==> config.mk <==
export PLATFORM = sky130hd
export DESIGN_NAME = seg7_scan_controller_flat
export DESIGN_NICKNAME = d
export VERILOG_FILES = /design/src/rtl/seg7_scan_if.sv /design/src/rtl/seg7_scan_controller.sv /design/src/flat_wrapper.sv
export SDC_FILE = /design/constraint.sdc
export NUM_CORES = 1
export LEC_CHECK = 0
export ABC_AREA = 1
export BUFFER_PORTS_ARGS = -buffer_cell sky130_fd_sc_hd__buf_2
export CORE_MARGIN = 3
export CORE_UTILIZATION = 55
export DETAILED_ROUTE_END_ITERATION = 6
export GPL_TIMING_DRIVEN = 0
export PLACE_DENSITY_LB_ADDON = 0.12
export SYNTH_ARGS = -nofsm -noshare
export SYNTH_HDL_FRONTEND = slang
export SYNTH_SLANG_ARGS = --single-unit
==> constraint.sdc <==
create_clock -name clk -period 2.3 [get_ports clk]
set_input_delay 0.23 -clock clk [delete_from_list [all_inputs] [get_ports clk]]
set_output_delay 0.23 -clock clk [all_outputs]
set_load 0.1 [all_outputs]
==> src/rtl/seg7_scan_if.sv <==
// seg7_scan_if
//   Bundles the 4-digit 7-segment scan controller's control, data and
//   display-drive signals.
//   master : the block that supplies data (drives en/load/data_in/dp_in)
//   slave  : the scan controller (drives an/seg/dp/digit_idx/frame_done)
//   en         scan enable; low = display dark
//   load       one-cycle strobe capturing data_in/dp_in
//   data_in    [15:12] = digit 0 (leftmost) ... [3:0] = digit 3
//   dp_in      bit 3 = digit 0 ... bit 0 = digit 3; 1 = lit
//   an         anode select, active low
//   seg        segments {g,f,e,d,c,b,a}, active low
//   dp         decimal point, active low
//   digit_idx  digit currently in its slot
//   frame_done one-cycle pulse at the end of each frame
interface seg7_scan_if;
  logic        en;
  logic        load;
  logic [15:0] data_in;
  logic [3:0]  dp_in;
  logic [3:0]  an;
  logic [6:0]  seg;
  logic        dp;
  logic [1:0]  digit_idx;
  logic        frame_done;

  modport master (
    output en, load, data_in, dp_in,
    input  an, seg, dp, digit_idx, frame_done
  );

  modport slave (
    input  en, load, data_in, dp_in,
    output an, seg, dp, digit_idx, frame_done
  );
endinterface

==> src/rtl/seg7_scan_controller.sv <==
// seg7_scan_controller
//   Time-multiplexed scan controller for a 4-digit common-anode 7-segment
//   display. Each digit owns a PRESCALE-cycle slot: DEADTIME cycles with all
//   anodes off (anti-ghosting), then the rest of the slot driven. Loaded data
//   sits in a pending register and moves into the displayed (shadow) register
//   only at frame boundaries, so a frame never mixes old and new digits.
// Ports
//   clk  system clock
//   rst  asynchronous, active-high reset
//   bus  seg7_scan_if.slave (en, load, data_in, dp_in -> an, seg, dp,
//        digit_idx, frame_done); all outputs are registered
// Parameters
//   PRESCALE  clk cycles per digit slot (> DEADTIME + 1)
//   DEADTIME  blank cycles at the start of each slot (>= 1)
// Optional build macro
//   SEG7_LZB_EN  leading-zero blanking of digits 0..2 (digit 3 never blanked,
//                dp unaffected). Undefined: every digit shows its nibble.
module seg7_scan_controller #(
  parameter int PRESCALE = 50000,
  parameter int DEADTIME = 8
) (
  input logic        clk,
  input logic        rst,
  seg7_scan_if.slave bus
);

  localparam int CNT_W = $clog2(PRESCALE);

  typedef enum logic [1:0] {
    IDLE  = 2'd0,
    BLANK = 2'd1,
    DRIVE = 2'd2
  } state_t;

  state_t           state_r;
  logic [CNT_W-1:0] cnt_r;
  logic [1:0]       idx_r;
  logic [15:0]      pend_data_r;
  logic [3:0]       pend_dp_r;
  logic             pend_flag_r;
  logic [15:0]      shad_data_r;
  logic [3:0]       shad_dp_r;
  logic [3:0]       an_r;
  logic [6:0]       seg_r;
  logic             dp_r;
  logic             fd_r;

  logic             slot_end_s;
  logic             blank_end_s;
  logic             wrap_s;
  logic [3:0]       cur_nib_s;
  logic             cur_dp_s;
  logic             lz_blank_s;
  logic [6:0]       drive_seg_s;

  // Active-low hex decode, segment order {g,f,e,d,c,b,a}
  function automatic logic [6:0] hex_to_seg(input logic [3:0] nib);
    logic [6:0] s;
    case (nib)
      4'h0:    s = 7'h40;
      4'h1:    s = 7'h79;
      4'h2:    s = 7'h24;
      4'h3:    s = 7'h30;
      4'h4:    s = 7'h19;
      4'h5:    s = 7'h12;
      4'h6:    s = 7'h02;
      4'h7:    s = 7'h78;
      4'h8:    s = 7'h00;
      4'h9:    s = 7'h10;
      4'hA:    s = 7'h08;
      4'hB:    s = 7'h03;
      4'hC:    s = 7'h46;
      4'hD:    s = 7'h21;
      4'hE:    s = 7'h06;
      4'hF:    s = 7'h0E;
      default: s = 7'h7F;
    endcase
    return s;
  endfunction

  // Active-low anode select for a digit index
  function automatic logic [3:0] anode_map(input logic [1:0] idx);
    logic [3:0] a;
    case (idx)
      2'd0:    a = 4'b0111;
      2'd1:    a = 4'b1011;
      2'd2:    a = 4'b1101;
      2'd3:    a = 4'b1110;
      default: a = 4'b1111;
    endcase
    return a;
  endfunction

  // Slot-counter milestones and the frame-boundary (digit 3 -> 0) cycle
  always_comb begin
    slot_end_s  = (cnt_r == CNT_W'(PRESCALE - 1));
    blank_end_s = (cnt_r == CNT_W'(DEADTIME - 1));
    wrap_s      = bus.en && (state_r == DRIVE) && slot_end_s && (idx_r == 2'd3);
  end

  // Select the shadow nibble and decimal point of the current digit
  always_comb begin
    cur_nib_s = 4'h0;
    cur_dp_s  = 1'b0;
    case (idx_r)
      2'd0: begin cur_nib_s = shad_data_r[15:12]; cur_dp_s = shad_dp_r[3]; end
      2'd1: begin cur_nib_s = shad_data_r[11:8];  cur_dp_s = shad_dp_r[2]; end
      2'd2: begin cur_nib_s = shad_data_r[7:4];   cur_dp_s = shad_dp_r[1]; end
      2'd3: begin cur_nib_s = shad_data_r[3:0];   cur_dp_s = shad_dp_r[0]; end
      default: begin cur_nib_s = 4'h0; cur_dp_s = 1'b0; end
    endcase
  end

`ifdef SEG7_LZB_EN
  logic [2:0] lz_mask_s;

  // A digit is a leading zero when it and every digit to its left are zero
  always_comb begin
    lz_mask_s[0] = (shad_data_r[15:12] == 4'h0);
    lz_mask_s[1] = lz_mask_s[0] && (shad_data_r[11:8] == 4'h0);
    lz_mask_s[2] = lz_mask_s[1] && (shad_data_r[7:4] == 4'h0);
    if (idx_r == 2'd3) begin
      lz_blank_s = 1'b0;
    end else begin
      lz_blank_s = lz_mask_s[idx_r];
    end
  end
`else
  // Blanking disabled: every digit shows its decoded nibble
  always_comb begin
    lz_blank_s = 1'b0;
  end
`endif

  // Segment pattern to present when the current digit enters DRIVE
  always_comb begin
    if (lz_blank_s) begin
      drive_seg_s = 7'h7F;
    end else begin
      drive_seg_s = hex_to_seg(cur_nib_s);
    end
  end

  // Scan FSM, double-buffered data path and registered display outputs
  always_ff @(posedge clk or posedge rst) begin
    if (rst) begin
      state_r     <= IDLE;
      cnt_r       <= '0;
      idx_r       <= 2'd0;
      pend_data_r <= 16'h0000;
      pend_dp_r   <= 4'h0;
      pend_flag_r <= 1'b0;
      shad_data_r <= 16'h0000;
      shad_dp_r   <= 4'h0;
      an_r        <= 4'b1111;
      seg_r       <= 7'h7F;
      dp_r        <= 1'b1;
      fd_r        <= 1'b0;
    end else begin
      fd_r <= 1'b0;
      if (!bus.en) begin
        // Go dark; pending data and its flag are deliberately kept
        state_r <= IDLE;
        cnt_r   <= '0;
        idx_r   <= 2'd0;
        an_r    <= 4'b1111;
        seg_r   <= 7'h7F;
        dp_r    <= 1'b1;
      end else begin
        case (state_r)
          IDLE: begin
            state_r <= BLANK;
            cnt_r   <= '0;
            idx_r   <= 2'd0;
            if (pend_flag_r) begin
              shad_data_r <= pend_data_r;
              shad_dp_r   <= pend_dp_r;
              pend_flag_r <= 1'b0;
            end
          end
          BLANK: begin
            cnt_r <= cnt_r + CNT_W'(1);
            if (blank_end_s) begin
              // idx and shadow are stable across BLANK, so decode them now
              state_r <= DRIVE;
              an_r    <= anode_map(idx_r);
              seg_r   <= drive_seg_s;
              dp_r    <= ~cur_dp_s;
            end
          end
          DRIVE: begin
            if (slot_end_s) begin
              state_r <= BLANK;
              cnt_r   <= '0;
              idx_r   <= idx_r + 2'd1;
              an_r    <= 4'b1111;
              seg_r   <= 7'h7F;
              dp_r    <= 1'b1;
              if (idx_r == 2'd3) begin
                fd_r <= 1'b1;
                if (pend_flag_r) begin
                  shad_data_r <= pend_data_r;
                  shad_dp_r   <= pend_dp_r;
                  pend_flag_r <= 1'b0;
                end
              end
            end else begin
              cnt_r <= cnt_r + CNT_W'(1);
            end
          end
          default: begin
            state_r <= IDLE;
            cnt_r   <= '0;
            idx_r   <= 2'd0;
            an_r    <= 4'b1111;
            seg_r   <= 7'h7F;
            dp_r    <= 1'b1;
          end
        endcase
      end
      // Load comes last so it overrides the boundary copy above; a load on the
      // boundary cycle bypasses pending and lands straight in shadow.
      if (bus.load) begin
        pend_data_r <= bus.data_in;
        pend_dp_r   <= bus.dp_in;
        if (wrap_s) begin
          shad_data_r <= bus.data_in;
          shad_dp_r   <= bus.dp_in;
          pend_flag_r <= 1'b0;
        end else begin
          pend_flag_r <= 1'b1;
        end
      end
    end
  end

  assign bus.an         = an_r;
  assign bus.seg        = seg_r;
  assign bus.dp         = dp_r;
  assign bus.digit_idx  = idx_r;
  assign bus.frame_done = fd_r;

endmodule

==> src/flat_wrapper.sv <==
// flat-port wrapper written by rule: the top's interface ports become plain ports
module seg7_scan_controller_flat 
#(
  parameter int PRESCALE = 50000,
  parameter int DEADTIME = 8
)
  (clk, rst, bus_en, bus_load, bus_data_in, bus_dp_in, bus_an, bus_seg, bus_dp, bus_digit_idx, bus_frame_done);
  seg7_scan_if bus_i ();
  input logic clk;
  input logic rst;
  input wire logic [$bits(bus_i.en)-1:0] bus_en;
  input wire logic [$bits(bus_i.load)-1:0] bus_load;
  input wire logic [$bits(bus_i.data_in)-1:0] bus_data_in;
  input wire logic [$bits(bus_i.dp_in)-1:0] bus_dp_in;
  output wire logic [$bits(bus_i.an)-1:0] bus_an;
  output wire logic [$bits(bus_i.seg)-1:0] bus_seg;
  output wire logic [$bits(bus_i.dp)-1:0] bus_dp;
  output wire logic [$bits(bus_i.digit_idx)-1:0] bus_digit_idx;
  output wire logic [$bits(bus_i.frame_done)-1:0] bus_frame_done;
  assign bus_i.en = bus_en;
  assign bus_i.load = bus_load;
  assign bus_i.data_in = bus_data_in;
  assign bus_i.dp_in = bus_dp_in;
  assign bus_an = bus_i.an;
  assign bus_seg = bus_i.seg;
  assign bus_dp = bus_i.dp;
  assign bus_digit_idx = bus_i.digit_idx;
  assign bus_frame_done = bus_i.frame_done;
  seg7_scan_controller #(.PRESCALE(PRESCALE), .DEADTIME(DEADTIME)) u_core (.clk(clk), .rst(rst), .bus(bus_i));
endmodule
==> reports/metrics.csv, run 1 <==
metric,value,unit
outcome,"complete, no violations",
grt_pass1_wl,18700,µm
drive_gt1_share,19.1,%
synth_edf_count,0,
final-hold-violation-count,0,
leakage,2.84,nW
wl,10900,µm
cts_max_path_buffers,2,
clock-root-buffer,clkbuf_8,
wire_per_inst,13.2,µm
peakVddDrop,696,µV
netSwitchingFraction,49.2,%
grt_start_max_net_pins,41,
dr.pass1.iters,7,
path_cells,buf_4 -> ha_1 -> nand2_1 -> nand2_1 -> o22ai_4 -> inv_1 -> ha_1 -> inv_1 -> nor2_1 -> a21oi_1 -> nand3_1 -> nand2_1 -> nand2_1,
hp-start,bus_dp_in[3],
portBuffers,37,
cts_sinks,74,
p_sw,0.00279,W
final.setup_skew,7.57,ps
cpMostUsedCell,nand2_1,
ys_types,37,
fin_crit_sh,95.3,%
drt.antenna.violating_nets,0,
p_comb_share,49.0,%
synth-main-ff-cell,dfrtp_1,
clock_latency,350,ps
drv_slew,0,
worstMarginPinSlew,554,ps
final-instance-count-excl-fill,828,
drtIter0Drc,282,
detailroute.via_count,4308,
holdWs,101,ps
setup.worst_path.end_class,register,
numCtsBuffers,9,
pwr_density_cell,1070,nW/µm²
muxShareOfSynthArea,0,%
slew_headroom,63.1,%
period_minus_slack,2190,ps
max_freq,456,MHz
placed_cells,804,
layout.nets,760,
die_w,98.4,µm
syn_inst,661,
async_flop_share,100,%
cp-startpoint,u_core.bus.digit_idx[0],
cts_tree,yes,
p_int,0.00288,W
synth_top_family_by_area,simple AND/OR/NAND/NOR gates,
hold_path.class,input pin to register,
path_delay_family,adder cells,
drc,0,
synthesis.nets,703,
pwr-share-clk,16.4,%
syn_area,4690,µm²
worst-path-buf-inv,3,
initial_utilization,56.8,%
core,8260,µm²
synthSimpleGateAreaFrac,40.0,%
gp_congestion,0.911,
synth_xor_area_share,1.49,%
clkTransAtPathRegs,80,ps
slowest_delay,460,ps
cp_slowest_cell,dfrtp_2,
synthAdderAreaFrac,4.80,%
path_class,register to register,
setup_viol,0,
synth_compound_area_share,5.04,%
row_count,33,
grt_pass1_vias,4045,
yosysWarningCount,0,
hpwl,7940,µm
synth_seq_cells,74,
finalPower,0.00567,W
rr_startpoint,u_core.bus.digit_idx[0],
start_kind,register,
synth_seq_area_share,39.8,%
cp.required,2580,ps
antenna_cells,0,
die_h,98.4,µm
grt.total_usage,23.7,%
pwr-share-seq,34.6,%
syn_avg_cell_area,7.10,µm²
htree_levels,3,
post_drt_via_cell_ratio,5.20,
grt_overflow,0,
dieArea,9680,µm²
antenna_found_initial,0,
arrival,2470,ps
cp_max_fo,7,
synthToLayoutAreaGrowth,12.9,%
io_pins,39,
maxCapViolCount,0,
-- placed cells by master (no fill, tap or decap), types with 8 or more instances in the layout --
cell type    n
a21oi_1      8
buf_2       46
buf_4       10
clkbuf_1     8
clkbuf_8    10
dfrtp_1     60
dfstp_2     12
ha_1        18
inv_1       64
inv_2        9
nand2_1    246
nand3_1     69
nand3_2     12
nor2_1      61
o21ai_0     25
-- cell usage after synthesis (all sizes together) (2+ instances only) --
cell | count | area (µm²)
nand2 | 250 | 948
nand3 | 82 | 483
inv | 75 | 282
nor2 | 70 | 305
dfrtp | 62 | 1550
o21ai | 30 | 158
ha | 18 | 225
buf | 16 | 105
dfstp | 12 | 315
a21oi | 8 | 40.0
clkbuf | 8 | 30.0
nor3 | 8 | 60.1
xor2 | 5 | 43.8
nand4 | 4 | 46.3
xnor2 | 3 | 26.3
and3 | 2 | 12.5
o22ai | 2 | 12.5
-- state kept, by name (all words and copies together) (netlist names) --
| register | count |
|---|---|
| u_core.cnt_r | 16 |
| u_core.pend_data_r | 16 |
| u_core.shad_data_r | 16 |
| u_core.bus.seg | 7 |
| u_core.bus.an | 4 |
| u_core.pend_dp_r | 4 |
| u_core.shad_dp_r | 4 |
| u_core.bus.digit_idx | 2 |
| u_core.state_r | 2 |
| u_core.bus.dp | 1 |
| u_core.bus.frame_done | 1 |
| u_core.pend_flag_r | 1 |
-- tightest hold or removal path, delay by kind of cell --
family | cells | cell delay, ps
AO/OA/AOI/OAI | 1 | 60
buffers and inverters | 2 | 140
-- per-stage QoR --
stage               setup slack, ps  util [%]  cell area [µm²]  TNS, ps
CTS                            12.8      63.4             5240        0
finish                          109      64.2             5300        0
global placement               -921      60.8             5020   -43050
global route                  -24.0      64.2             5300    -27.4
detailed placement             29.1      61.1             5050        0
floorplan                      33.7         -             4710        0
-- per-layer routing --
layer	vias to the layer above	track usage, %	wire length, µm	part of all wire, %
met1	1986	31.3	4920	45
met3	28	4.14	544	5.0
met4	0	8.82	265	2.4
met2	130	38.9	5200	48
met5	-	0	0	0
li1	2164	-	-	-
-- repair_timing --
action	CTS	global route
setup endpoints to repair	0	5
endpoints found under the hold margin	34	0
setup buffers	0	7
gates resized for setup	0	4
hold buffers	1	0
-- layout make-up --
type	count	area [µm²]
Sequential cell	74	1870
Tap cell	105	131
Inverter	75	287
Clock inverter	6	41.3
Multi-Input combinational cell	488	2430
Timing Repair Buffer	46	268
Clock buffer	10	138
Fill cell	769	2960
Buffer	24	135
-- power by group through the flow --
stage / clock, W / sequential, W / combinational [W]
global route: 0.00102 / 0.00200 / 0.00309
finish: 0.000930 / 0.00196 / 0.00278
global placement: 0 / 0.00196 / 0.00266
CTS: 0.000952 / 0.00195 / 0.00274
floorplan: 0 / 0.00264 / 0.00152
detailed placement: 0 / 0.00198 / 0.00273
-- worst paths after layout --
| path | end | slack [ps] | depth (start not counted) |
|---|---|---|---|
| worst max-delay path | u_core.bus.seg[0] | 110 | 13 |
| worst min-delay path | u_core.shad_dp_r[3] | 100 | 3 |
| worst max register to register | u_core.bus.seg[0] | 110 | 13 |
| worst min register to register | u_core.bus.an[0] | 460 | 2 |
| max in group asynchronous | u_core.bus.seg[4] | 1230 | 4 |
| min in group asynchronous | u_core.pend_data_r[12] | 440 | 3 |
-- cells by family after synthesis --
family,Yosys count
compound gates,43
simple gates,419
fa+ha+maj,18
buf+inv,99
flops,74
xor+xnor,8
Note: power is estimated with default switching activity, not from simulation.
==> run 2, diff against run 1 <==
Settings changed: CORE_MARGIN 3 to 2, CORE_UTILIZATION 55 to 45.
==> run 2 against run 1 <==
First-iteration DRC count fell by 0.71%. Critical path depth did not move. Sequential power barely moved. Setup slack improved by 18 ps. Via count fell by 1.6%. Register-to-register slack improved by 20 ps. Die area rose by 16%. Clock power rose by 14%. Hold slack got worse by 34 ps. Power rose by 2.4%. Clock-buffer cell count did not move. Critical path type unchanged.
==> reports/metrics.csv, run 2 (same netlist as run 1, synthesis figures left out) <==
metric,value,unit,change
outcome,"complete, no violations",,unchanged
grt_pass1_wl,19500,µm,"was 18,700 µm"
setup.worst_path.end_class,register,,unchanged
clock_latency,380,ps,was 350 ps
leakage,2.85,nW,was 2.84 nW
grt_start_max_net_pins,39,,was 41
final_common_cell,nand2_1,,unchanged
most-common-layout-cells,"nand2_1 (246), nand3_1 (69), inv_1 (64)",,unchanged
final-hold-violation-count,0,,unchanged
max_freq,460,MHz,was 456 MHz
htree_levels,3,,unchanged
drc,0,,unchanged
pwr_density_cell,1090,nW/µm²,was 1070 nW/µm²
cts_sinks,74,,unchanged
worstMarginPinSlew,554,ps,about the same
peakVddDrop,832,µV,was 696 µV
antenna_cells,0,,unchanged
cp.required,2600,ps,was 2580 ps
cts_tree,yes,,unchanged
dpl_worst_slack,-2.50,ps,was 29.1 ps
io_pins,39,,unchanged
gp_congestion,0.890,,was 0.911
cp_max_fo,9,,was 7
portBuffers,37,,unchanged
row_count,37,,was 33
post_drt_via_cell_ratio,4.94,,was 5.20
antenna_found_initial,0,,unchanged
grt.total_usage,22.0,%,was 23.7%
worst-path-buf-inv,3,,unchanged
arrival,2470,ps,about the same
setup_viol,0,,unchanged
slew_headroom,63.1,%,about the same
fin_setup_tns,0,ps,unchanged
drv_slew,0,,unchanged
detailroute.via_count,4238,,"was 4,308"
die_w,106,µm,was 98.4 µm
drt.antenna.violating_nets,0,,unchanged
cp_slowest_cell,dfrtp_2,,unchanged
wl,11400,µm,"was 10,900 µm"
grt_pass1_vias,4128,,"was 4,045"
period_minus_slack,2170,ps,was 2190 ps
dieArea,11300,µm²,was 9680 µm²
path_cells,inv_2 -> ha_1 -> inv_4 -> o21ai_1 -> o22ai_2 -> inv_1 -> ha_1 -> nand2_1 -> nand2_1 -> nand2_1 -> nand3_1 -> nand2_1 -> nand2_1,,was buf_4 -> ha_1 -> nand2_1 -> nand2_1 -> o22ai_4 -> inv_1 -> ha_1 -> inv_1 -> nor2_1 -> a21oi_1 -> nand3_1 -> nand2_1 -> nand2_1
placed_cells,835,,was 804
hpwl,8180,µm,was 7940 µm
cts_max_path_buffers,2,,unchanged
maxCapViolCount,0,,unchanged
final-instance-count-excl-fill,858,,was 828
drtIter0Drc,280,,was 282
cpMostUsedCell,nand2_1,,unchanged
layout.nets,759,,was 760
synthToLayoutAreaGrowth,13.9,%,was 12.9%
largestRegisters,"u_core.cnt_r (16), u_core.pend_data_r (16), u_core.shad_data_r (16)",,unchanged
clock-root-buffer,clkbuf_8,,unchanged
initial_utilization,45.9,%,was 56.8%
hold_path.class,input pin to register,,unchanged
holdWs,67.6,ps,was 101 ps
numCtsBuffers,9,,unchanged
dr.pass1.iters,4,,was 7
setup_ws,127,ps,was 109 ps
start_kind,register,,unchanged
grt_overflow,0,,unchanged
rsz0062_at_grt,no,,
die_h,106,µm,was 98.4 µm
wire_per_inst,13.2,µm,about the same
path_delay_family,adder cells,,unchanged
path_class,register to register,,unchanged
fin_util,52.3,%,was 64.2%
final.setup_skew,18.2,ps,was 7.57 ps
slowest_delay,430,ps,was 460 ps
clkTransAtPathRegs,80,ps,about the same
drive_gt1_share,19.1,%,about the same
core,10200,µm²,was 8260 µm²
fin_crit_sh,94.5,%,was 95.3%
[run 2: timing repair]
action	CTS	global route
resized for setup	0	3
setup buffers	1	5
hold buffers	1	0
cloned	0	0
endpoints found under the hold margin	36	0
pin swaps	1	1
setup endpoints to repair	1	4
[run 2: final timing paths]
| path | from | end | slack (ps) | cells after the start |
|---|---|---|---|---|
| worst min-delay path | bus_data_in[2] | u_core.pend_data_r[2] | 70 | 3 |
| max in group asynchronous | rst | u_core.bus.seg[2] | 1220 | 4 |
| min in group asynchronous | rst | u_core.pend_dp_r[1] | 420 | 3 |
| worst max-delay path | u_core.bus.digit_idx[0] | u_core.bus.seg[6] | 130 | 13 |
| worst min register to register | u_core.cnt_r[0] | u_core.cnt_r[0] | 460 | 1 |
| worst max register to register | u_core.bus.digit_idx[0] | u_core.bus.seg[6] | 130 | 13 |
[run 2: where the power goes]
group / total [W] / internal (W) / switching, W
logic: 0.00278 / 0.000766 / 0.00201
registers: 0.00197 / 0.00169 / 0.000277
clock network: 0.00106 / 0.000532 / 0.000529
[run 2: cell type report]
class / count / area, µm²
Inverter: 75 / 287
Clock inverter: 6 / 62.6
Clock buffer: 10 / 138
Timing Repair Buffer: 45 / 260
Multi-Input combinational cell: 488 / 2420
Buffer: 24 / 135
Tap cell: 136 / 170
Fill cell: 1033 / 4880
Sequential cell: 74 / 1870
[run 2: metal layers]
layer,track usage [%],part of all wire (%),up-vias
met2,36.3,47,101
met1,28.5,48,1947
met4,6.48,1.3,0
met5,0,0,-
met3,5.58,4.4,13
li1,-,-,2177
[run 2: per-stage QoR]
step	instance area, µm²	total power, W
after floorplan	4710	0.00416
after global placement	5060	0.00466
after detailed placement	5090	0.00472
after CTS	5300	0.00582
after global routing	5350	0.00626
final	5350	0.00581
[run 2: worst register-to-register path, cell delays in order, from the launching register on]
cell and delay [ps]:
dfrtp_2 430, inv_2 70, ha_1 270, inv_4 130
o21ai_1 90, o22ai_2 280, inv_1 140, ha_1 260
nand2_1 110, nand2_1 70, nand2_1 60, nand3_1 70
nand2_1 70, nand2_1 40
==> run 3, diff against run 2 <==
Settings changed: BUFFER_PORTS_ARGS -buffer_cell sky130_fd_sc_hd__buf_2 to -buffer_cell sky130_fd_sc_hd__buf_4.
==> run 3 against run 2 <==
Design area up 1.4%. Sequential share of layout area down 0.47 points. Clock-buffer cell count up 3. Highest routed layer unchanged. Critical path type unchanged. Sequential cell count unchanged.
==> reports/metrics.csv, run 3 (same netlist as run 1, synthesis figures left out) <==
metric,value,unit,change
antenna_found_initial,0,,unchanged
hold_path.class,input pin to register,,unchanged
endpoint,u_core.bus.seg[3],,was u_core.bus.seg[6]
grt_pass1_vias,3993,,"was 4,128"
max_freq,470,MHz,was 460 MHz
leakage,2.86,nW,was 2.85 nW
dr.pass1.iters,5,,was 4
final-hold-violation-count,0,,unchanged
rr_worst_depth,12,,was 13
cp-startpoint,u_core.bus.digit_idx[0],,unchanged
drtIter0Drc,254,,was 280
path_class,register to register,,unchanged
rr_startpoint,u_core.bus.digit_idx[0],,unchanged
antenna_cells,0,,unchanged
clock_latency,350,ps,was 380 ps
dpl_worst_slack,-10.0,ps,was -2.50 ps
wire_per_inst,13.1,µm,was 13.2 µm
final.setup_skew,7.55,ps,was 18.2 ps
drive_gt1_share,18.8,%,was 19.1%
drc,0,,unchanged
pwr_density_cell,1070,nW/µm²,was 1090 nW/µm²
period_minus_slack,2130,ps,was 2170 ps
clock-root-buffer,clkbuf_8,,unchanged
fin_crit_sh,92.5,%,was 94.5%
design_area,5420,µm²,was 5350 µm²
synthToLayoutAreaGrowth,15.5,%,was 13.9%
htree_levels,3,,unchanged
post_drt_via_cell_ratio,4.94,,about the same
grt_overflow,0,,unchanged
wl,11200,µm,"was 11,400 µm"
cts_max_path_buffers,2,,unchanged
numCtsBuffers,9,,unchanged
dieArea,11300,µm²,unchanged
cts_tree,yes,,unchanged
largestRegisters,"u_core.cnt_r (16), u_core.pend_data_r (16), u_core.shad_data_r (16)",,unchanged
r2r-end,u_core.bus.seg[3],,was u_core.bus.seg[6]
grt_start_max_net_pins,39,,unchanged
maxCapViolCount,0,,unchanged
outcome,"complete, no violations",,unchanged
setup_ws,172,ps,was 127 ps
cts_sinks,74,,unchanged
most-common-layout-cells,"nand2_1 (246), nand3_1 (69), inv_1 (63)",,"was nand2_1 (246), nand3_1 (69), inv_1 (64)"
setup.worst_path.end_class,register,,unchanged
hpwl,8110,µm,was 8180 µm
reg2reg_slack,170,ps,was 130 ps
final_common_cell,nand2_1,,unchanged
grt_pass1_wl,18800,µm,"was 19,500 µm"
placed_cells,835,,unchanged
cp.required,2600,ps,about the same
fin_util,53.0,%,was 52.3%
cp_max_fo,7,,was 9
fillers,1025,,"was 1,033"
rsz0062_at_grt,no,,unchanged
start_kind,register,,unchanged
detailroute.via_count,4229,,"was 4,238"
dpl-instance-area,5180,µm²,was 5090 µm²
arrival,2430,ps,was 2470 ps
final-instance-count-excl-fill,856,,was 858
drt.antenna.violating_nets,0,,unchanged
die_h,106,µm,unchanged
portBuffers,37,,unchanged
layout.nets,757,,was 759
clkTransAtPathRegs,80,ps,about the same
io_pins,39,,unchanged
die_w,106,µm,unchanged
core,10200,µm²,unchanged
drv_slew,0,,unchanged
initial_utilization,45.9,%,unchanged
setup_viol,0,,unchanged
slew_headroom,63.8,%,was 63.1%
gp_congestion,0.895,,was 0.890
grt.total_usage,21.0,%,was 22.0%
peakVddDrop,694,µV,was 832 µV
row_count,37,,unchanged
worstMarginPinSlew,543,ps,was 554 ps
run 3: cell types whose count changed in the layout (fill, tap and decap cells not counted), sizes merged:
cell,previous run,this run
clkbuf,18,21
buf,60,58
clkinv,3,1
inv,77,75
clkinvlp,0,1
run 3: cell type report:
| cell class | count | area (µm²) | share of cell area (%) |
|---|---|---|---|
| plain buffers | 24 | 135 | 2.49 |
| clock buffers | 13 | 139 | 2.56 |
| clock inverters | 3 | 42.5 | 0.785 |
| inverters | 75 | 287 | 5.29 |
| multi-input cells | 488 | 2440 | 45.0 |
| flip-flops and latches | 74 | 1870 | 34.5 |
| well taps | 136 | 170 | 3.14 |
| repair buffers | 43 | 338 | 6.23 |
run 3: report_power, final:
group | total [W] | switching (W) | internal (W) | leakage (nW)
logic | 0.00284 | 0.00201 | 0.000833 | 1.85
clock network | 0.000982 | 0.000480 | 0.000502 | 0.0876
registers | 0.00197 | 0.000278 | 0.00169 | 0.916
total | 0.00580 | 0.00277 | 0.00303 | 2.86
run 3: per-stage QoR:
stage          setup TNS [ps]  hold slack, ps  power (W)
4_1_cts                     0            65.4    0.00581
2_1_floorplan               0             337    0.00416
6_report                    0            81.8    0.00580
3_5_place_dp            -10.0             300    0.00479
3_3_place_gp           -49890             444    0.00473
5_1_grt                     0            70.6    0.00624
run 3: what timing repair did:
action,CTS,global route
gates resized for setup,0,8
setup buffers,1,3
hold endpoints to repair,24,0
setup endpoints to repair,2,4
pin swaps,1,1
hold buffers,1,0
run 3: worst min-delay path by stage:
stage / from / end / slack [ps] / cells after the start
after global placement: bus_data_in[0] / u_core.shad_data_r[0] / 440 / 3
after detailed placement: rst / u_core.cnt_r[5] / 300 / 2
after CTS: bus_data_in[0] / u_core.shad_data_r[0] / 70 / 3
final: bus_data_in[0] / u_core.shad_data_r[0] / 80 / 3
after floorplan: bus_data_in[0] / u_core.shad_data_r[0] / 340 / 2
after global routing: bus_data_in[0] / u_core.shad_data_r[0] / 70 / 3
run 3: critical path: stages, from the launching register on:
cell	delay, ps
dfrtp_2	470
inv_2	100
ha_2	230
inv_1	80
o21ai_0	220
o22ai_2	120
buf_4	170
ha_1	280
o21ai_1	140
nand2_1	70
nand3_1	80
nand2_1	50
nand2_1	60
run 3: metal layers:
layer / global-route usage (%) / part of all wire (%) / up-vias
li1: - / - / 2161
met1: 28.2 / 47 / 1953
met2: 33.4 / 47 / 95
met3: 2.94 / 4.2 / 20
met4: 9.96 / 2.1 / 0
met5: 0 / 0 / -
